$ cat src/rtl/vga_scan_controller.sv
// Raster sequencer for external VGA up/down counters: issues count/load strobes
// at pixel rate, decodes registered sync/active, parks at frame end on request.
module vga_scan_controller #(
    parameter int H_ACTIVE = 640,
    parameter int H_FP     = 16,
    parameter int H_SYNC   = 96,
    parameter int H_TOTAL  = 800,
    parameter int V_ACTIVE = 480,
    parameter int V_FP     = 10,
    parameter int V_SYNC   = 2,
    parameter int V_TOTAL  = 525
) (
    input  logic        clk,
    input  logic        reset,
    input  logic        pix_en,
    input  logic [15:0] hcount,
    input  logic [15:0] vcount,
    input  logic        run,
    output logic        h_up,
    output logic        h_ld,
    output logic        v_up,
    output logic        v_ld,
    output logic        hsync,
    output logic        vsync,
    output logic        active,
    output logic        frame_tick,
    output logic        parked,
    output logic        resync
);

    // state | meaning
    // INIT  | one-clk load of both counters to 0
    // RUN   | scanning, strobes at pix_en
    // PARK  | held at frame boundary until run returns
    typedef enum logic [1:0] {
        ST_INIT = 2'd0,
        ST_RUN  = 2'd1,
        ST_PARK = 2'd2
    } state_t;

    localparam logic [15:0] H_TOT  = 16'(H_TOTAL);
    localparam logic [15:0] V_TOT  = 16'(V_TOTAL);
    localparam logic [15:0] H_LAST = 16'(H_TOTAL - 1);
    localparam logic [15:0] V_LAST = 16'(V_TOTAL - 1);
    localparam logic [15:0] H_ACT  = 16'(H_ACTIVE);
    localparam logic [15:0] V_ACT  = 16'(V_ACTIVE);
    localparam logic [15:0] HS_BEG = 16'(H_ACTIVE + H_FP);
    localparam logic [15:0] HS_END = 16'(H_ACTIVE + H_FP + H_SYNC - 1);
    localparam logic [15:0] VS_BEG = 16'(V_ACTIVE + V_FP);
    localparam logic [15:0] VS_END = 16'(V_ACTIVE + V_FP + V_SYNC - 1);

    state_t state_q, state_d;
    logic   hsync_q, hsync_d;
    logic   vsync_q, vsync_d;
    logic   active_q, active_d;
    logic   tick_q, tick_d;
    logic   resync_q, resync_d;

    logic   out_of_range;
    logic   h_end;
    logic   v_end;

    assign out_of_range = (hcount >= H_TOT) || (vcount >= V_TOT);
    assign h_end        = (hcount == H_LAST);
    assign v_end        = (vcount == V_LAST);

    always_comb begin
        state_d  = state_q;
        h_up     = 1'b0;
        h_ld     = 1'b0;
        v_up     = 1'b0;
        v_ld     = 1'b0;
        tick_d   = 1'b0;
        resync_d = 1'b0;
        // Strobes must stay low while reset is held, even though the counters see them live.
        if (!reset) begin
            unique case (state_q)
                ST_INIT: begin
                    h_ld    = 1'b1;
                    v_ld    = 1'b1;
                    state_d = ST_RUN;
                end
                ST_RUN: begin
                    if (out_of_range) begin
                        resync_d = 1'b1;
                        state_d  = ST_INIT;
                    end else if (pix_en) begin
                        if (!h_end) begin
                            h_up = 1'b1;
                        end else if (!v_end) begin
                            h_ld = 1'b1;
                            v_up = 1'b1;
                        end else begin
                            h_ld   = 1'b1;
                            v_ld   = 1'b1;
                            tick_d = 1'b1;
                            if (!run) begin
                                state_d = ST_PARK;
                            end
                        end
                    end
                end
                ST_PARK: begin
                    if (run) begin
                        state_d = ST_RUN;
                    end
                end
                default: state_d = ST_INIT;
            endcase
        end
    end

    always_comb begin
        hsync_d  = 1'b1;
        vsync_d  = 1'b1;
        active_d = 1'b0;
        if (state_q == ST_RUN) begin
            hsync_d  = !((hcount >= HS_BEG) && (hcount <= HS_END));
            vsync_d  = !((vcount >= VS_BEG) && (vcount <= VS_END));
            active_d = (hcount < H_ACT) && (vcount < V_ACT);
        end
    end

    always_ff @(posedge clk) begin
        if (reset) begin
            state_q  <= ST_INIT;
            hsync_q  <= 1'b1;
            vsync_q  <= 1'b1;
            active_q <= 1'b0;
            tick_q   <= 1'b0;
            resync_q <= 1'b0;
        end else begin
            state_q  <= state_d;
            hsync_q  <= hsync_d;
            vsync_q  <= vsync_d;
            active_q <= active_d;
            tick_q   <= tick_d;
            resync_q <= resync_d;
        end
    end

    assign hsync      = hsync_q;
    assign vsync      = vsync_q;
    assign active     = active_q;
    assign frame_tick = tick_q;
    assign resync     = resync_q;
    assign parked     = (state_q == ST_PARK);

endmodule

$ cat config.mk
export PLATFORM = sky130hd
export DESIGN_NAME = vga_scan_controller
export DESIGN_NICKNAME = d
export VERILOG_FILES = /design/src/rtl/vga_scan_controller.sv
export SDC_FILE = /design/constraint.sdc
export NUM_CORES = 1
export LEC_CHECK = 0
export ABC_AREA = 0
export CORE_MARGIN = 3
export CORE_UTILIZATION = 32
export DETAILED_ROUTE_END_ITERATION = 7
export PLACE_DENSITY_LB_ADDON = 0.2
export SLEW_MARGIN = 25
export SYNTH_ARGS = -nofsm -noshare
export SYNTH_HDL_FRONTEND = slang
export SYNTH_SLANG_ARGS = --single-unit
$ cat constraint.sdc
create_clock -name clk -period 4.2 [get_ports clk]
set_clock_uncertainty 0.1 [all_clocks]
set_input_delay 1.26 -clock clk [delete_from_list [all_inputs] [get_ports clk]]
set_output_delay 1.26 -clock clk [all_outputs]
set_load 0.02 [all_outputs]
==> results of run 1 <==
per-stage QoR:
| step | util, % | setup slack [ns] | total power, W | hold slack (ns) | cell area (um2) |
|---|---|---|---|---|---|
| floorplan | - | -0.0200 | 0.0000877 | 0.421 | 582 |
| global placement | 76.8 | -0.796 | 0.000140 | 0.454 | 1220 |
| detailed placement | 76.8 | -0.814 | 0.000142 | 0.477 | 1220 |
| CTS | 82.7 | 0.00372 | 0.000201 | 0.486 | 1320 |
| global route | 86.7 | -0.113 | 0.000215 | 0.579 | 1380 |
| finish | 86.7 | -0.0352 | 0.000206 | 0.560 | 1380 |
cell type report:
type | instances | area (um2) | share of cell area [%]
Timing Repair Buffer | 75 | 654 | 47.4
Tap cell | 24 | 30.0 | 2.17
Clock buffer | 4 | 26.3 | 1.90
Inverter | 1 | 3.75 | 0.272
Sequential cell | 7 | 140 | 10.1
Multi-Input combinational cell | 60 | 527 | 38.1
critical path: cells and delay by family:
kind,cells,cell delay [ns]
AND/OR/NAND/NOR,4,1.34
buffers and inverters,2,0.27
kinds of logic (layout without fill, tap and decap cells):
family          count (synthesis)  in the layout  share of synthesized area (%)
flops                           7              7                           24.3
simple gates                   51             51                           60.7
compound gates                  9              9                           13.7
buf+inv                         2             80                           1.30
power by group through the flow:
stage          sequential [W]  combinational [W]   clock, W
2_1_floorplan       0.0000705          0.0000172          0
3_3_place_gp        0.0000700          0.0000696          0
3_5_place_dp        0.0000701          0.0000716          0
4_1_cts             0.0000688          0.0000732  0.0000594
5_1_grt             0.0000689          0.0000829  0.0000637
6_report            0.0000690          0.0000781  0.0000589
metal layers:
layer | routed length, um | up-vias | part of all wire, % | track usage (%)
met2 | 1640 | 56 | 55 | 47.9
li1 | - | 443 | - | -
met4 | 138 | 0 | 4.6 | 12.3
met1 | 1030 | 450 | 34 | 25.1
met5 | 0 | - | 0 | 0
met3 | 179 | 15 | 6.0 | 4.91
worst min path at each step:
stage / slack, ns / cells after the start / to / from
floorplan: 0.42 / 2 / state_q[0]$_SDFFE_PP0P_ / state_q[1]$_SDFFE_PP0P_
global placement: 0.45 / 2 / state_q[0]$_SDFFE_PP0P_ / state_q[1]$_SDFFE_PP0P_
detailed placement: 0.48 / 2 / state_q[0]$_SDFFE_PP0P_ / state_q[1]$_SDFFE_PP0P_
CTS: 0.49 / 2 / state_q[0]$_SDFFE_PP0P_ / state_q[1]$_SDFFE_PP0P_
global route: 0.58 / 2 / state_q[0]$_SDFFE_PP0P_ / state_q[1]$_SDFFE_PP0P_
finish: 0.56 / 2 / state_q[0]$_SDFFE_PP0P_ / state_q[1]$_SDFFE_PP0P_
flip-flops by register name (all words and copies together) (netlist names):
name / count
vsync: 1
state_q: 2
hsync: 1
active: 1
frame_tick: 1
resync: 1
placed cells by master (no fill, tap or decap), types with 5 or more instances in the layout:
cell	netlist	final
buf_4	0	30
clkbuf_2	0	5
nand3_1	7	5
nand4_1	6	6
dlymetal6s2s_1	0	6
dfxtp_1	7	7
buf_6	0	5
clkdlybuf4s50_1	0	21
nor2_1	8	7
repair_timing:
item	CTS	global route
buffers inserted	6	2
endpoints found under the setup margin	4	4
endpoints found under the hold margin	0	0
pin swaps	16	10
gates resized for setup	62	22
==> run_results.csv, run 1 <==
group,metric,value,unit
synthesis,yosys-top-cells-area,"dfxtp_1 (24%), nor4_4 (7.4%), nand4_1 (6.5%)",
route,drc,0,
route,vias,964,
setup_path,reg2reg_depth,4,
setup_path,crit_required,2.84,ns
setup_path,worstSetupStartpoint,"vcount[12]",
power,ir_drop,0.0968,mV
power,power_density,149,nW/um2
cells_and_area,final_cells,171,
setup_path,critPathMaxFanout,4,
grt,grt_pass1_vias,1017,
synthesis,yosysTopAreaCell,"dfxtp_1",
route,avgRoutedWirePerCell,17.5,um
route,drt_iter0_markers,6,
cts,clk_path_buf_depth,2,
min_path,min_path_type,"reg2reg",
power,switching_share,27.6,%
setup_path,end_kind,"output port",
run,maxCapViolCount,0,
power,power.internal,0.000149,W
cells_and_area,fillers,88,
outcome,status,"finished with violations",
route,antenna_left,0,
die,die_y,48.4,um
place,place_inst,159,
synthesis,synth_top_area_share,24.3,%
place,dp.final_hpwl,1790,um
power,p_seq_share,33.5,%
synthesis,synth-edff-count,0,
synthesis,synth_common_cells,"nor2_1 (8), dfxtp_1 (7), nand3_1 (7), nand4_1 (6), nor4_1 (4)",
synthesis,synth_fp_nets,105,
setup_path,max_stage_delay,0.55,ns
sta,setup_viol,1,
setup_path,r2r_end,"active$_SDFF_PP0_",
grt,grt_start_max_net_pins,6,
power,p_comb_share,37.9,%
cts,postCtsHoldBufs,0,
synthesis,async_flop_share,0,%
place,place.gp.congestion,0.747,
power,p_clk_share,28.6,%
cts,clk_latency,0.25,ns
die,die-area,2340,um2
cts,numClockSinks,7,
sta,rsz0062_at_grt,"true",
setup_path,crit_path_start_kind,"input port",
grt,antenna_found_initial,0,
power,switching_power,0.0000569,W
sta,tightest_slew,0.393,ns
sta,setup_slack,-0.0352,ns
synthesis,synth.most_common_cell,"nor2_1",
sta,post-route-period-util,101,%
power,leakage,0.611,nW
setup_path,criticalPathCategory,"in2out",
grt,grt-ovfl-total,0,
setup_path,worstPathCellList,"buf_6 > or4_4 > nor4_4 > nand3_4 > nor4b_4 > buf_4",
die,initial_core_util,36.1,%
setup_path,r2r_start,"state_q[0]$_SDFFE_PP0P_",
route,vias_per_cell,5.64,
synthesis,synth_cell_types,33,
route,firstDrtPassIters,4,
setup_path,slowest_stage,"or4_4",
cts,path_clk_slew,0.05,ns
cts,cts_root_buf,"clkbuf_4",
place,portBuffers,45,
synthesis,synth_seq_cells,7,
sta,relSlewSlack,73.6,%
cts,cts_tree,"done",
die,fp.dieW,48.4,um
synthesis,seq_area_frac_synth,24.3,%
grt,grt_pass1_wl,4560,um
sta,fin_crit,4.24,ns
setup_path,worstPathArrival,2.88,ns
sta,max_freq,0.236,GHz
synthesis,syn_area_per_cell,8.34,um2
route,wirelength,2990,um
setup_path,reg2reg_slack,2.41,ns
die,design.core.area,1590,um2
cells_and_area,area_delta_synth_final,140,%
die,rows,14,
synthesis,yosys_warnings,0,
setup_path,endpoint,"v_up",
grt,track_usage,24.9,%
die,ios,46,
sta,slew_violations,0,
outcome,violations,"negative setup slack",
synthesis,synth_area,576,um2
sta,setup_tns,-0.0352,ns
cells_and_area,antennaDiodeCount,0,
synthesis,synth-main-ff-cell,"dfxtp_1",
cells_and_area,layout.nets,184,
sta,final_hold_viol_count,0,
cts,htree_levels,1,
cells_and_area,drive_gt1_share,44.9,%
synthesis,netlist_instances,69,
cts,cts_buffers,3,
No activity file was read; power rests on OpenSTA's default activity.
==> run 2: changes to the inputs <==
- HOLD_SLACK_MARGIN: not set -> 0.08
==> results of run 2 <==
Final layout, timing and power as in run 1 (identical DEF).
